`src/rtl/salamander_pkg.sv`:
```
// Shared definitions for the data-memory block copy/fill engine.
package salamander_pkg;
    localparam int DEF_DATA_SIZE = 8;
    localparam int DEF_ADDR_SIZE = 5;

    localparam logic MODE_COPY = 1'b0;
    localparam logic MODE_FILL = 1'b1;

    typedef enum logic [1:0] {
        IDLE  = 2'd0,
        READ  = 2'd1,
        WRITE = 2'd2,
        DONE  = 2'd3
    } dma_state_t;
endpackage

```
`src/rtl/data_mem_dma.sv`:
```
// Block copy/fill engine in front of the single-port data memory; the CPU port
// passes through whenever the engine is not busy.
module data_mem_dma
    import salamander_pkg::*;
#(
    parameter int DATA_SIZE = DEF_DATA_SIZE,
    parameter int ADDR_SIZE = DEF_ADDR_SIZE
) (
    input  logic                 clk,
    input  logic                 rstn,
    input  logic                 start,
    input  logic                 mode,
    input  logic [ADDR_SIZE-1:0] src,
    input  logic [ADDR_SIZE-1:0] dst,
    input  logic [ADDR_SIZE:0]   len,
    input  logic [DATA_SIZE-1:0] fill_val,
    output logic                 busy,
    output logic                 done,
    input  logic                 cpu_w,
    input  logic [ADDR_SIZE-1:0] cpu_addr,
    input  logic [DATA_SIZE-1:0] cpu_data_wr,
    output logic [DATA_SIZE-1:0] cpu_data_rd,
    output logic                 mem_w,
    output logic [ADDR_SIZE-1:0] mem_addr,
    output logic [DATA_SIZE-1:0] mem_data_wr,
    input  logic [DATA_SIZE-1:0] mem_data_rd
);
    dma_state_t           state, state_n;
    logic [ADDR_SIZE-1:0] src_ptr, dst_ptr;
    logic [ADDR_SIZE:0]   cnt;
    logic                 mode_r;
    logic [DATA_SIZE-1:0] fill_r, data_r;

    always_ff @(posedge clk or negedge rstn) begin
        if (!rstn) begin
            state   <= IDLE;
            src_ptr <= '0;
            dst_ptr <= '0;
            cnt     <= '0;
            mode_r  <= MODE_COPY;
            fill_r  <= '0;
            data_r  <= '0;
        end else begin
            state <= state_n;
            case (state)
                IDLE: if (start) begin
                    src_ptr <= src;
                    dst_ptr <= dst;
                    cnt     <= len;
                    mode_r  <= mode;
                    fill_r  <= fill_val;
                end
                READ: begin
                    data_r  <= mem_data_rd;
                    src_ptr <= src_ptr + ADDR_SIZE'(1);
                end
                WRITE: begin
                    dst_ptr <= dst_ptr + ADDR_SIZE'(1);
                    cnt     <= cnt - (ADDR_SIZE+1)'(1);
                end
                default: ;
            endcase
        end
    end

    // Port mux and next-state: passthrough is the default, the engine
    // overrides it only in READ/WRITE so CPU writes are dropped while busy.
    always_comb begin
        state_n     = state;
        busy        = 1'b0;
        done        = 1'b0;
        mem_w       = cpu_w;
        mem_addr    = cpu_addr;
        mem_data_wr = cpu_data_wr;
        case (state)
            IDLE: if (start) begin
                if (len == '0)             state_n = DONE;
                else if (mode == MODE_FILL) state_n = WRITE;
                else                       state_n = READ;
            end
            READ: begin
                busy        = 1'b1;
                mem_w       = 1'b0;
                mem_addr    = src_ptr;
                mem_data_wr = data_r;
                state_n     = WRITE;
            end
            WRITE: begin
                busy        = 1'b1;
                mem_w       = 1'b1;
                mem_addr    = dst_ptr;
                mem_data_wr = (mode_r == MODE_FILL) ? fill_r : data_r;
                if (cnt == (ADDR_SIZE+1)'(1)) state_n = DONE;
                else if (mode_r == MODE_COPY)  state_n = READ;
                else                           state_n = WRITE;
            end
            DONE: begin
                done    = 1'b1;
                state_n = IDLE;
            end
            default: state_n = IDLE;
        endcase
    end

    assign cpu_data_rd = mem_data_rd;
endmodule

```
`config.mk`:
```
export PLATFORM = sky130hd
export DESIGN_NAME = data_mem_dma
export DESIGN_NICKNAME = d
export VERILOG_FILES = /design/src/rtl/salamander_pkg.sv /design/src/rtl/data_mem_dma.sv
export SDC_FILE = /design/constraint.sdc
export NUM_CORES = 1
export LEC_CHECK = 0
export CORE_MARGIN = 2
export CORE_UTILIZATION = 35
export DETAILED_ROUTE_END_ITERATION = 7
export PLACE_DENSITY = 0.67
export SYNTH_ARGS = -nofsm -noshare
export SYNTH_HDL_FRONTEND = slang
export SYNTH_SLANG_ARGS = --single-unit
export TNS_END_PERCENT = 100
```
`constraint.sdc`:
```
create_clock -name clk -period 1.8 [get_ports clk]
set_clock_uncertainty 0.05 [all_clocks]
set_input_delay 0.36 -clock clk [delete_from_list [all_inputs] [get_ports clk]]
set_output_delay 0.36 -clock clk [all_outputs]
set_load 0.01 [all_outputs]
```
# After elaboration in Yosys (flattened, before gate mapping)
# Index checks and enable logic that the tools add are counted.
[word_totals]
mem_count = 0
ramBits = 0
latch_bits = 0
out_inout_bits = 24
inputBits = 50
mem_bits_ro = 0
word_cells = 41
ff_bits = 35
[classes]
n_div = 0
shift = 0
bitwise = 0
n_eq_ne = 5
add_sub_neg = 3
n_lt_le_gt_ge = 0
reduce_logical = 8
muxes = 18
multipliers = 0
[ops]
columns = ["op", "n"]
rows = [
  ["5-bit one-hot mux with 2 select lines", 3],
  ["8-bit one-hot mux with 2 select lines", 1],
  ["6-bit one-hot mux with 2 select lines", 1],
  ["5-bit by 1-bit adder with 5-bit output (second input constant)", 2],
  ["2-bit 2-to-1 mux", 5],
  ["5-bit 2-to-1 mux", 2],
  ["8-bit 2-to-1 mux", 1],
  ["2-bit one-hot mux with 4 select lines", 1],
  ["6-bit by 1-bit == test with 1-bit output (second input constant)", 1],
  ["6-bit logical NOT", 1],
  ["6-bit 2-to-1 mux", 1],
  ["2-bit AND reduction", 3],
  ["6-bit by 1-bit subtractor with 6-bit output (second input constant)", 1],
  ["2-bit == test (second input constant)", 2],
  ["2-bit nonzero test", 2],
  ["2-bit by 1-bit == test with 1-bit output (second input constant)", 1],
  ["2-bit logical NOT", 1],
  ["1-bit 2-to-1 mux", 2],
  ["2-bit inequality test (second input constant)", 1],
  ["1-bit one-hot mux with 2 select lines", 1],
  ["2-bit OR reduction", 1],
]

# Depth between registers and ports, before layout
[logic_depth]
word_depth = 4
mapped_depth = 9
mapped_depth_nobuf = 6

# Worst setup path after synthesis
# OpenSTA, ideal clock, no wires.
[synth_path]
path_type = "register to output"
start = "register state[1]"
end = "output mem_addr[0]"
required_ns = 1.390
path_stages_with_launch = 7
arrival_ns = 1.673
path_buffers = 2
slack_ns = -0.283
path_cell_list = "dfrtp_1 -> inv_1 -> ha_1 -> clkbuf_1 -> clkbuf_1 -> nor2_1 -> a31oi_1"
[synth_via]
elab_chain_cells = 2
word_cells_on_any_way = 3
cone_classes = "eq/ne (2); mux (1)"
[synth_lines]
columns = ["item", "line", "source"]
rows = [
  ["from (decl)", "data_mem_dma.sv:28", "dma_state_t state, state_n;"],
  ["from (signal assigned)", "data_mem_dma.sv:44", "state <= state_n;"],
  ["2-bit == test / 2-bit by 1-bit == test with 1-bit output (equally long branches)", "data_mem_dma.sv:75", "case (state)"],
  ["5-bit one-hot mux with 2 select lines (*)", "data_mem_dma.sv:75", ""],
  ["to (decl)", "data_mem_dma.sv:24", "output logic [ADDR_SIZE-1:0] mem_addr,"],
]
# Every way passes the cells marked *; elsewhere a longest branch is shown, timed or not.

# Worst setup path in the final report
[layout_path]
start = "register state[1]"
end = "output mem_data_wr[5]"
[layout_via]
elab_chain_cells = 2
word_cells_on_any_way = 3
cone_classes = "eq/ne (2); mux (1)"
[layout_lines]
columns = ["item", "line", "source"]
rows = [
  ["2-bit == test / 2-bit by 1-bit == test with 1-bit output (equally long branches)", "data_mem_dma.sv:75", ""],
  ["8-bit one-hot mux with 2 select lines (*)", "data_mem_dma.sv:75", ""],
  ["to (decl)", "data_mem_dma.sv:25", "output logic [DATA_SIZE-1:0] mem_data_wr,"],
]
# Marks and branches as above.

==> flow_summary_export.csv <==
group,metric,value,unit
detailed_routing,wl_met2,3.166,mm
layout,drive_gt1_frac,0.2628,
clock_tree,htree_levels,2,
worst_hold_path,min_path_type,"in -> async",
layout,syn2layout_area_growth,57.66,%
critical_path,end_kind,"primary output",
detailed_routing,ant_nets,0,
power,power.share.clock,0.111,
critical_path,startpoint_type,"flop",
sta,final-setup-viol-count,14,
power,p_per_area,1859,mW/mm2
sta,clock.fmax,455.7,MHz
detailed_routing,vias,2092,
power,pwr-share-seq,0.237,
power,switching_share,0.4003,
global_routing,grt-ovfl-total,0,
logic_synthesis,syn-cell-area,0.002181,mm2
sta,layout_setup_ws,-0.3946,ns
critical_path,cp_cell_sequence,"ha_4 > nor2b_4 > o21a_4 > a221o_1 > buf_2",
logic_synthesis,yosysWarnings,0,
clock_tree,numCtsBuffers,5,
sta,finalCritPeriodShare,1.219,
clock_tree,root_buffer,"clkbuf_8",
critical_path,r2r-start,"cnt[1]",
floorplan,fp.dieArea,0.006878,mm2
logic_synthesis,ys_top_cells_by_count,"35 x dfrtp_1, 20 x a21oi_1, 17 x mux2_1, 13 x nand2_1, 13 x nor2b_1",
detailed_routing,maxUsedRoutingLayer,"met4",
critical_path,crit_fanout,8,
placed_design,dp_hpwl,4.441,mm
floorplan,core.rowCount,28,
layout,fin_nets,388,
sta,min_period,2.195,ns
logic_synthesis,ys_ff_latch,35,
logic_synthesis,async_reset_ff_frac,1.000,
layout,multi_input_area,0.001245,mm2
logic_synthesis,synth.yosys.seq_area_share,0.4016,
power,leakage,0.001497,uW
critical_path,timing.rr.end,"cnt[5]",
power,max-vdd-ir-drop,0.0006882,V
placed_design,place_area,0.003154,mm2
logic_synthesis,syn_inst,233,
floorplan,core,0.005956,mm2
clock_tree,clk_latency,0.29,ns
critical_path,cp_num_buf_inv,1,
sta,hold_violations,0,
logic_synthesis,synth.distinct_cells,38,
sta,maxSlewHeadroom,0.6967,
logic_synthesis,netlist_top_cells_area,"dfrtp_1 40%, mux2_1 8.8%, a21oi_1 4.6%",
logic_synthesis,synth-edff-count,0,
sta,worst_slew_pin_slew,0.4549,ns
floorplan,initial_core_util,0.3662,
global_routing,grt_antenna_before_repair,0,
critical_path,cp.required,1.39,ns
logic_synthesis,synth_ff_type,"dfrtp_1",
power,p_int,3832,uW
logic_synthesis,synth.most_common_cell,"dfrtp_1",
power,power.switching,2559,uW
clock_tree,clock_path_buffers,2,
global_routing,grt.total_usage,0.1792,
critical_path,crit_path_top_delay_cell,"dfrtp_2",
clock_tree,path_clk_slew,0.08,ns
detailed_routing,wirelength,6.159,mm
global_routing,grt_pass1_wl,10.18,mm
logic_synthesis,synth_top_area_frac,0.4016,
layout,fill_cells,515,
layout,antenna_cells,0,
critical_path,regToRegSetupSlack,0.06,ns
sta,rsz0062_at_grt,"yes",
detailed_routing,route.met3.wl,176,um
logic_synthesis,synth_nets,291,
outcome,violations,"setup timing",
placed_design,finalWeightedCongestion,0.7722,
logic_synthesis,syn_avg_cell_area,9.360,um2
critical_path,arrival,1.78,ns
critical_path,critPathKind,"reg -> out",
global_routing,grt_max_degree,36,
floorplan,ios,74,
layout,stdcell_area,0.003438,mm2
sta,fin_tns_setup,-4.380,ns
detailed_routing,viasPerCell,5.153,
job,drv_cap,0,
layout,seq_area,877.1,um2
outcome,status,"complete, but fails checks",
critical_path,crit_path_max_incr_delay,0.46,ns
clock_tree,hold_buffers,0,
logic_synthesis,synth.largest_area_cell,"dfrtp_1",
clock_tree,cts_tree,"yes",
detailed_routing,wl_met1,2.773,mm
critical_path,cp_top_family,"compound AO/OA/AOI/OAI gates",
detailed_routing,drcViolationCount,0,
floorplan,dieWidth,82.94,um
clock_tree,clkSinkCount,35,
critical_path,r2r_cells,4,
detailed_routing,drt_first_pass_iters,4,
detailed_routing,drt_iter0_markers,113,
sta,maxSlewViolCount,0,
power,combinationalPowerShare,0.651,
global_routing,grt_pass1_vias,2024,
detailed_routing,routedWlPerCell,15.17,um
floorplan,die_h,82.94,um
placed_design,io_buffers,73,
power by group through the flow:
| stage | Clock, uW | Combinational [uW] | Sequential (uW) |
|---|---|---|---|
| floorplan | 0 | 2240 | 1460 |
| global placement | 0 | 3670 | 1480 |
| detailed placement | 0 | 3750 | 1500 |
| CTS | 733 | 3810 | 1500 |
| global route | 779 | 4580 | 1570 |
| finish | 711 | 4160 | 1520 |
worst register-to-register path, cell delays in order (launching register included):
cell     delay [ns]
dfrtp_1        0.42
or4_4          0.53
or4b_4         0.50
o21ai_2        0.07
a21oi_1        0.07
routing by layer:
metal	vias to the layer above	global-route usage
met5	-	0
met4	0	0.03875
met3	4	0.03181
met2	39	0.3072
met1	1001	0.2364
li1	1048	-
worst max path at each step:
stage             start  slack [ns]  cells after the start             end
6_report       state[1]       -0.39                      5  mem_data_wr[5]
5_1_grt        state[1]       -0.46                      5  mem_data_wr[6]
4_1_cts        state[1]       -0.40                      7     mem_addr[1]
3_5_place_dp   state[1]       -0.48                      5  mem_data_wr[4]
3_3_place_gp   state[0]       -0.46                      6  mem_data_wr[4]
2_1_floorplan  state[1]       0.003                      6     mem_addr[2]
timing repair:
item | CTS | global route
setup endpoints to repair | 23 | 27
hold endpoints to repair | 0 | 0
setup buffers | 2 | 2
cloned | 0 | 2
pin swaps | 9 | 7
gates resized for setup | 63 | 41
final cells by class:
| cell class | instances | share of cell area |
|---|---|---|
| Clock buffer | 5 | 0.02001 |
| Clock inverter | 3 | 0.01274 |
| Inverter | 9 | 0.01055 |
| Multi-Input combinational cell | 165 | 0.3621 |
| Sequential cell | 35 | 0.2551 |
| Tap cell | 75 | 0.02729 |
| Timing Repair Buffer | 114 | 0.3122 |
sequential cells by signal, indices dropped and copies added (netlist names):
signal / cells
dst_ptr: 5
mode_r: 1
src_ptr: 5
state: 2
fill_r: 8
cnt: 6
data_r: 8
kinds of logic after synthesis:
group / synth area share
mux: 0.09753
flops: 0.4016
compound gates: 0.2220
simple gates: 0.1532
buf+inv: 0.07974
fa+ha+maj: 0.04590
through the flow:
stage | instances | total power (uW) | hold slack [ns] | util | setup WS, ns
global placement | 392 | 5154 | 0.4221 | 0.5296 | -0.4609
floorplan | 233 | 3697 | 0.01441 | - | 0.003371
detailed placement | 392 | 5243 | 0.4281 | 0.5296 | -0.4794
CTS | 402 | 6043 | 0.4479 | 0.5578 | -0.3964
global route | 406 | 6923 | 0.4551 | 0.5773 | -0.4587
finish | 406 | 6391 | 0.4341 | 0.5773 | -0.3946
placed cells by master, fill, tap and decap left out, types with 4 or more instances in the layout:
cell type        synthesis  routed
o21ai_1                  8       7
clkbuf_8                 0       5
o21ai_0                 10      10
buf_4                    9      33
o22a_1                   4       4
nor2_1                  12       9
dlymetal6s2s_1           0       5
nand2_1                 13      12
a22oi_1                  4       4
inv_1                    9       7
mux2_1                  17      17
a31oi_1                  5       4
a221o_1                 10      10
a21oi_1                 20      17
nand3_1                  8       8
buf_2                    1      13
dfrtp_1                 35      34
ha_1                     8       5
o22ai_1                  9       9
clkdlybuf4s50_1          0      51
and3_1                   5       4
nor2b_1                 13      11
Note: power is estimated with default switching activity, not from simulation.
